[src/rtl/store_buffer_pkg.sv]
// Shared access-type and error-code encodings for the store buffer and its users.
package store_buffer_pkg;

    typedef enum logic [2:0] {
        MEM_B  = 3'd0,
        MEM_H  = 3'd1,
        MEM_W  = 3'd2,
        MEM_BU = 3'd4,
        MEM_HU = 3'd5
    } mem_dt_e;

    typedef enum logic [1:0] {
        ENONE    = 2'd0,
        ENOALIGN = 2'd1,
        EINVAL   = 2'd2
    } errno_e;

endpackage

[src/rtl/store_buffer.sv]
// Write-back store buffer: FIFO of byte-masked stores drained to memory,
// with zero-latency per-byte store-to-load forwarding.
module store_buffer
    import store_buffer_pkg::*;
#(
    parameter int unsigned DEPTH = 4,
    parameter int unsigned AW    = 32
) (
    input  logic          clk,
    input  logic          rst,
    input  logic [AW-1:0] c_addr,
    input  logic [31:0]   c_wd,
    input  mem_dt_e       c_dt,
    input  logic          c_we,
    input  logic          c_re,
    output logic [31:0]   c_rd,
    output logic          c_stall,
    output errno_e        err,
    output logic [AW-1:0] m_addr,
    output logic [31:0]   m_wd,
    output logic [3:0]    m_be,
    output logic          m_we,
    input  logic [31:0]   m_rd,
    input  logic          m_ready,
    input  logic          flush,
    output logic          empty
);

    localparam int unsigned PW  = $clog2(DEPTH);
    localparam int unsigned CW  = PW + 1;
    localparam int unsigned WAW = AW - 2;

    logic [DEPTH-1:0] valid_q;
    logic [WAW-1:0]   addr_q [DEPTH];
    logic [3:0]       mask_q [DEPTH];
    logic [31:0]      data_q [DEPTH];
    logic [PW-1:0]    head_q;
    logic [PW-1:0]    tail_q;
    logic [CW-1:0]    count_q;

    logic [3:0]  req_mask;
    logic [31:0] req_data;
    logic        misalign;
    logic        full;
    logic        req_ok;
    logic        drain;
    logic        enq;
    logic [31:0] merged;
    logic [31:0] shifted;
    logic [PW-1:0] idx;

    // Byte-lane mask and alignment check shared by loads and stores
    always_comb begin
        req_mask = 4'b0000;
        misalign = 1'b0;
        case (c_dt)
            MEM_B, MEM_BU: req_mask = 4'b0001 << c_addr[1:0];
            MEM_H, MEM_HU: begin
                req_mask = 4'b0011 << c_addr[1:0];
                misalign = c_addr[0];
            end
            MEM_W: begin
                req_mask = 4'b1111;
                misalign = |c_addr[1:0];
            end
            default: misalign = 1'b1;
        endcase
    end

    assign req_data = c_wd << {c_addr[1:0], 3'b000};

    assign empty   = (count_q == '0);
    assign full    = (count_q == CW'(DEPTH));
    assign req_ok  = (c_we ^ c_re) & ~misalign;
    assign drain   = rst & ~empty & ~c_re & m_ready;
    assign c_stall = rst & req_ok & ((flush & ~empty) | (c_we & full & ~drain));
    assign enq     = rst & c_we & ~c_re & ~misalign & ~c_stall;

    always_comb begin
        err = ENONE;
        if (rst) begin
            if (c_we && c_re)
                err = EINVAL;
            else if ((c_we || c_re) && misalign)
                err = ENOALIGN;
        end
    end

    assign m_we   = drain;
    assign m_addr = drain ? {addr_q[head_q], 2'b00} : {c_addr[AW-1:2], 2'b00};
    assign m_be   = drain ? mask_q[head_q] : 4'b0000;
    assign m_wd   = drain ? data_q[head_q] : 32'h0;

    // Oldest-to-youngest scan so the youngest matching byte wins
    always_comb begin
        merged = m_rd;
        idx    = head_q;
        for (int i = 0; i < DEPTH; i++) begin
            idx = head_q + PW'(i);
            if (valid_q[idx] && addr_q[idx] == c_addr[AW-1:2]) begin
                for (int b = 0; b < 4; b++) begin
                    if (mask_q[idx][b])
                        merged[8*b +: 8] = data_q[idx][8*b +: 8];
                end
            end
        end
    end

    assign shifted = merged >> {c_addr[1:0], 3'b000};

    always_comb begin
        case (c_dt)
            MEM_B:   c_rd = {{24{shifted[7]}}, shifted[7:0]};
            MEM_BU:  c_rd = {24'h0, shifted[7:0]};
            MEM_H:   c_rd = {{16{shifted[15]}}, shifted[15:0]};
            MEM_HU:  c_rd = {16'h0, shifted[15:0]};
            default: c_rd = shifted;
        endcase
    end

    // Drain clears before enqueue sets, so a full-buffer swap keeps the slot valid
    always_ff @(posedge clk or negedge rst) begin
        if (!rst) begin
            valid_q <= '0;
            head_q  <= '0;
            tail_q  <= '0;
            count_q <= '0;
            for (int i = 0; i < DEPTH; i++) begin
                addr_q[i] <= '0;
                mask_q[i] <= '0;
                data_q[i] <= '0;
            end
        end else begin
            if (drain) begin
                valid_q[head_q] <= 1'b0;
                head_q          <= head_q + PW'(1);
            end
            if (enq) begin
                valid_q[tail_q] <= 1'b1;
                addr_q[tail_q]  <= c_addr[AW-1:2];
                mask_q[tail_q]  <= req_mask;
                data_q[tail_q]  <= req_data;
                tail_q          <= tail_q + PW'(1);
            end
            case ({enq, drain})
                2'b10:   count_q <= count_q + CW'(1);
                2'b01:   count_q <= count_q - CW'(1);
                default: count_q <= count_q;
            endcase
        end
    end

endmodule

[config.mk]
export PLATFORM = sky130hd
export DESIGN_NAME = store_buffer
export DESIGN_NICKNAME = d
export VERILOG_FILES = /design/src/rtl/store_buffer_pkg.sv /design/src/rtl/store_buffer.sv
export SDC_FILE = /design/constraint.sdc
export NUM_CORES = 1
export LEC_CHECK = 0
export BUFFER_PORTS_ARGS = -buffer_cell sky130_fd_sc_hd__buf_4
export CORE_UTILIZATION = 45
export CTS_CLUSTER_SIZE = 25
export DETAILED_ROUTE_END_ITERATION = 6
export GPL_TIMING_DRIVEN = 0
export MAX_ROUTING_LAYER = met4
export PLACE_DENSITY = 0.6
export SLEW_MARGIN = 20
export SYNTH_ARGS = -nofsm -noshare
export SYNTH_HDL_FRONTEND = slang
export SYNTH_SLANG_ARGS = --single-unit
[constraint.sdc]
create_clock -name clk -period 13.8 [get_ports clk]
set_clock_uncertainty 0.05 [all_clocks]
set_input_delay 4.14 -clock clk [delete_from_list [all_inputs] [get_ports clk]]
set_output_delay 4.14 -clock clk [all_outputs]
set_load 0.02 [all_outputs]
==> Word level (Yosys, flattened, before mapping) <==
Cells that the tools add are included.
{ "word_totals": {"output_inout_bits": 105, "in_bits": 105, "register_bits": 275, "word_cells": 183} }
{ "op_classes": {"add_sub_neg": 6, "eq_ne": 11, "n_bitwise": 28, "reduce_logical": 16, "order_cmp": 13, "shifts": 4, "n_mux": 89} }
{ "op_table": {"columns": ["operator", "count"], "rows": [
  ["$mux W32", 15],
  ["$mux W30", 9],
  ["$bmux W32 S2", 4],
  ["$bmux W30 S2", 4],
  ["$bwmux W128", 1],
  ["$mux W8", 16],
  ["$pmux W32 S4", 1],
  ["$bwmux W120", 1],
  ["$eq A30 B30 Y1", 4],
  ["$demux W32 S2", 1],
  ["$demux W30 S2", 1],
  ["$mux W4", 12],
  ["$bmux W4 S2", 4],
  ["$shl A32 B5 Y32", 1],
  ["$shr A32 B5 Y32", 1],
  ["$bwmux W16", 1],
  ["$ge A3 B3 Y1 const B", 5],
  ["$lt A2 B3 Y1 const B", 5],
  ["$not A2 Y3", 5],
  ["$and A1 B1 Y1", 13],
  ["$pmux W4 S3", 1],
  ["$eq A3 B3 Y1 const B", 3],
  ["$logic_and A1 B1 Y1", 9],
  ["$bmux W1 S2", 4],
  ["other kinds (28)", 46]
]} }

==> Depth between registers and ports, before layout <==
{ "logic_depth": {"word_depth": 15, "ltp_mapped": 25, "ltp_nobuf": 13} }

==> Worst setup path after synthesis <==
Ideal clock, no wire load.
{ "synth_timing": {"kind": "input to output", "start": "in c_addr[28]", "end": "out c_rd[31]", "path_stages": 13, "t_arrival_ns": 7.463, "slack_ns": 2.147, "t_required_ns": 9.610, "n_path_buf": 2, "cell_sequence": "clkbuf_1 clkinv_1 xnor2_1 nor4_1 nand4_1 or3_1 buf_4 nor4_4 mux2_1 o21ai_2 a31oi_1 o31ai_4 o311ai_0"} }
{ "synth_between": {"elab_chain_cells": 11, "word_cells_on_any_way": 26} }
{ "synth_rtl": {"columns": ["item", "line", "text"], "rows": [
  ["from (decl)", "store_buffer.sv:11", "input logic [AW-1:0] c_addr,"],
  ["$eq A30 B30 Y1", "store_buffer.sv:100", "if (valid_q[idx] && addr_q[idx] == c_addr[AW-1:2]) begin"],
  ["$logic_and A1 B1 Y1", "store_buffer.sv:100", null],
  ["$mux W32", "store_buffer.sv:100", null],
  ["$mux W8", "store_buffer.sv:102", "if (mask_q[idx][b])"],
  ["$mux W32", "store_buffer.sv:100", null],
  ["$mux W8", "store_buffer.sv:102", null],
  ["$mux W32", "store_buffer.sv:100", null],
  ["$mux W8", "store_buffer.sv:102", null],
  ["$mux W32 *", "store_buffer.sv:100", null],
  ["$shr A32 B5 Y32 *", "store_buffer.sv:109", "assign shifted = merged >> {c_addr[1:0], 3'b000};"],
  ["$pmux W32 S4 *", "store_buffer.sv:112", "case (c_dt)"],
  ["to (decl)", "store_buffer.sv:16", "output logic [31:0] c_rd,"]
]} }
Every way passes the cells marked *; elsewhere a longest branch is shown, timed or not.

==> Worst setup path after layout <==
{ "layout_timing": {"start": "reg head_q[0]", "end": "out c_rd[23]"} }
{ "layout_between": {"word_cells_on_any_way": 81} }
{ "layout_rtl": {"columns": ["item", "line", "text"], "rows": [
  ["from (decl)", "store_buffer.sv:37", "logic [PW-1:0] head_q;"],
  ["from (signal assigned)", "store_buffer.sv:136", "head_q <= head_q + PW'(1);"],
  ["$add A2 B2 Y2 *", "store_buffer.sv:99", "idx = head_q + PW'(i);"],
  ["net idx[0]", "store_buffer.sv:50", "logic [PW-1:0] idx;"],
  ["$not A2 Y3 (not written as such)", "store_buffer.sv:100, store_buffer.sv:102, store_buffer.sv:103", null],
  ["$bmux W30 S2", "store_buffer.sv:100", null],
  ["$mux W30 (not written as such) (2 in a row)", "store_buffer.sv:100", null],
  ["$eq A30 B30 Y1", "store_buffer.sv:100", null],
  ["$logic_and A1 B1 Y1", "store_buffer.sv:100", null],
  ["$mux W32 *", "store_buffer.sv:100", null],
  ["$shr A32 B5 Y32 *", "store_buffer.sv:109", null],
  ["$pmux W32 S4 *", "store_buffer.sv:112", null]
]} }
Mark *: on every way through the listed nets, which the timed path passes. The rest lies on a longest branch. The select of a mux whose other input is x is not followed.

==> out/qor.yml <==
critPathArrivalTime_ns: 9.70
area_growth_syn_to_layout_pct: 15.69
core_area_mm2: 0.05058
dieArea_mm2: 0.05256
start_util_pct: 45.95
worstHoldStart: "count_q[2]$_DFFE_PN0P_"
critPathCaptureType: "output port"
die_h_um: 229.3
dr.pass1.iters: 7
grt.overflow.total: 0
tightest_slew_ns: 1.141
avgSynthCellArea_um2: 10.15
clkLatencyLatePin_ns: 0.57
critPathMaxFanout: 11
synthArstFlopShare_pct: 100.0
fillers: 4599
hold_ws_ns: 0.4430
ir_drop_mv: 0.1666
required_ns: 9.61
clk_path_buf_depth: 3
finalWirelength_mm: 113.7
cellLeakagePower_nw: 11.36
wl_per_cell_um: 35.32
slowest_stage: "clkbuf_1"
crit_path_start_kind: "flop"
synth_warnings: 0
reg2reg_from: "head_q[0]$_DFFE_PN0P_"
ys.flop_type: "dfrtp_1"
cts_tree: "done"
hpwlAfterDp_mm: 86.49
num_rows: 82
ff_latch_area_mm2: 0.006882
netlist_instances: 2290
pin_count: 210
mostFrequentLayoutCell: "nand2_1"
routabilityCongestion: 1.058
track_usage_pct: 44.11
multi_input_area_mm2: 0.01510
drc: 1
drv_slew: 0
finalHoldViolCount: 0
post-route-period-util_pct: 100.7
synth_edf_count: 0
antenna_found_initial: 2
fin_util_pct: 53.16
cts_max_level: 2
crit_buf_inv: 13
cts_hold_buf: 0
finalSetupViolations: 9
setup_slack_ns: -0.09009
finalNetCount: 2634
total_power_mw: 6.769
max_freq_mhz: 71.99
outcome: "finished with violations"
root_buffer: "clkbuf_16"
path_clk_slew_ns: 0.06
cp_common_cell: "buf_6"
num_vias: 22420
drtIter0Drc: 3395
yosys.cell_types.count: 103
crit_family: "buffers and inverters"
ys_seq_elements: 275
worstSetupStartpoint: "head_q[0]$_DFFE_PN0P_"
finalCriticalPeriod_ns: 13.89
cts_buffers: 35
ant_nets: 0
max_stage_delay_ns: 0.76
synth_top_cell_by_area: "dfrtp_1"
viasPerCell: 6.967
grt_pass1_vias: 21473
io_buffers: 186
grt_max_degree: 101
cap_violations: 0
numClockSinks: 275
grt_pass1_wl_mm: 159.6
die_x_um: 229.3
layout_common_cells: "nand2_1, dfrtp_1, o21ai_0"
hold_class: "flop to flop"
grt_setup_unrepaired: "false"
failed_checks: "design-rule violations, negative setup slack"
synth_top_cell_area_share_pct: 29.61
worstSetupPathType: "flop to output port"
powerDensity_mw_per_mm2: 251.7
synthesis.area_mm2: 0.02324
drive_above_1_share_pct: 27.64
synthTopCellsByArea: "dfrtp_1, mux4_2, nand2_1"
slew_headroom_pct: 23.94
seq_area_frac_synth_pct: 29.61
-- synth_stat cells, drive strengths merged, types with 12 or more instances --
| library cell | instances |
|---|---|
| buf | 95 |
| o2bb2ai | 12 |
| o21ai | 256 |
| dfrtp | 275 |
| mux2i | 143 |
| o211ai | 17 |
| nor2 | 65 |
| clkbuf | 108 |
| nand3 | 44 |
| nand2 | 382 |
| nor4 | 21 |
| nand2b | 12 |
| a21oi | 48 |
| a2bb2oi | 15 |
| nor3 | 16 |
| mux4 | 204 |
| and2 | 49 |
| xnor2 | 92 |
| inv | 41 |
| xor2 | 18 |
| nor2b | 13 |
| nand4 | 17 |
| mux2 | 126 |
-- where the power goes --
group          internal [mW]  switching, mW  total (mW)
sequential              1.12          0.469        1.59
combinational           1.72           2.42        4.15
clock                  0.630          0.406        1.04
-- timing repair --
| action | 4_1_cts | 5_1_grt |
|---|---|---|
| setup buffers | 0 | 0 |
| resized for setup | 0 | 3 |
| setup endpoints to repair | 0 | 6 |
-- sequential cells by signal (all words and copies together) (netlist names) --
signal and flops:
addr_q 120, count_q 3, data_q 128, head_q 2, mask_q 16, tail_q 2
valid_q 4
-- layer usage --
| metal | vias to the layer above | wire length, µm | part of all wire [%] | GRT usage [%] |
|---|---|---|---|---|
| met2 | 1617 | 47540 | 42 | 59.98 |
| li1 | 9034 | - | - | - |
| met5 | - | 0 | 0 | - |
| met3 | 258 | 15600 | 14 | 16.04 |
| met4 | 0 | 3773 | 3.3 | 14.52 |
| met1 | 11511 | 46760 | 41 | 60.38 |
-- path summary, 6_finish.rpt --
kind / end / slack (ns) / cells past startpoint
setup / recovery: c_rd[23] / -0.09 / 25
hold / removal: count_q[2]$_DFFE_PN0P_ / 0.44 / 1
setup reg to reg: head_q[1]$_DFFE_PN0P_ / 5.64 / 19
hold reg to reg: count_q[2]$_DFFE_PN0P_ / 0.44 / 1
max in group asynchronous: data_q[118]$_DFFE_PN0P_ / 9.16 / 2
min in group asynchronous: addr_q[49]$_DFFE_PN0P_ / 3.53 / 1
-- layout make-up --
| cell class | count | share of cell area (%) |
|---|---|---|
| multi-input combinational | 1770 | 56.16 |
| sequential | 275 | 25.59 |
| timing repair buffer | 189 | 5.467 |
| buffer | 203 | 4.318 |
| clock buffer | 47 | 3.764 |
| tap | 672 | 3.127 |
| clock inverter | 16 | 0.9446 |
| inverter | 43 | 0.6003 |
| antenna | 3 | 0.02792 |
-- metrics by stage --
step / instances / setup TNS [ns] / cell area (µm²) / setup slack [ns]
5_1_grt: 3218 / 0 / 26890 / 0.03777
3_3_place_gp: 3149 / -13.12 / 25480 / -0.9654
3_5_place_dp: 3151 / 0 / 25590 / 0.1960
4_1_cts: 3214 / 0 / 26850 / 0.1512
2_1_floorplan: 2291 / 0 / 23250 / 2.147
6_report: 3218 / -0.3154 / 26890 / -0.09009
-- kinds of logic after synthesis --
family | count (synthesis) | share of synthesized area, %
other cells | 1 | 0.01613
fa+ha+maj | 12 | 0.6783
simple gates | 686 | 14.28
compound gates | 487 | 13.39
buf+inv | 246 | 5.674
xor+xnor | 110 | 4.145
mux | 473 | 32.20
flops | 275 | 29.61
Power figures use the tool's default switching activity.
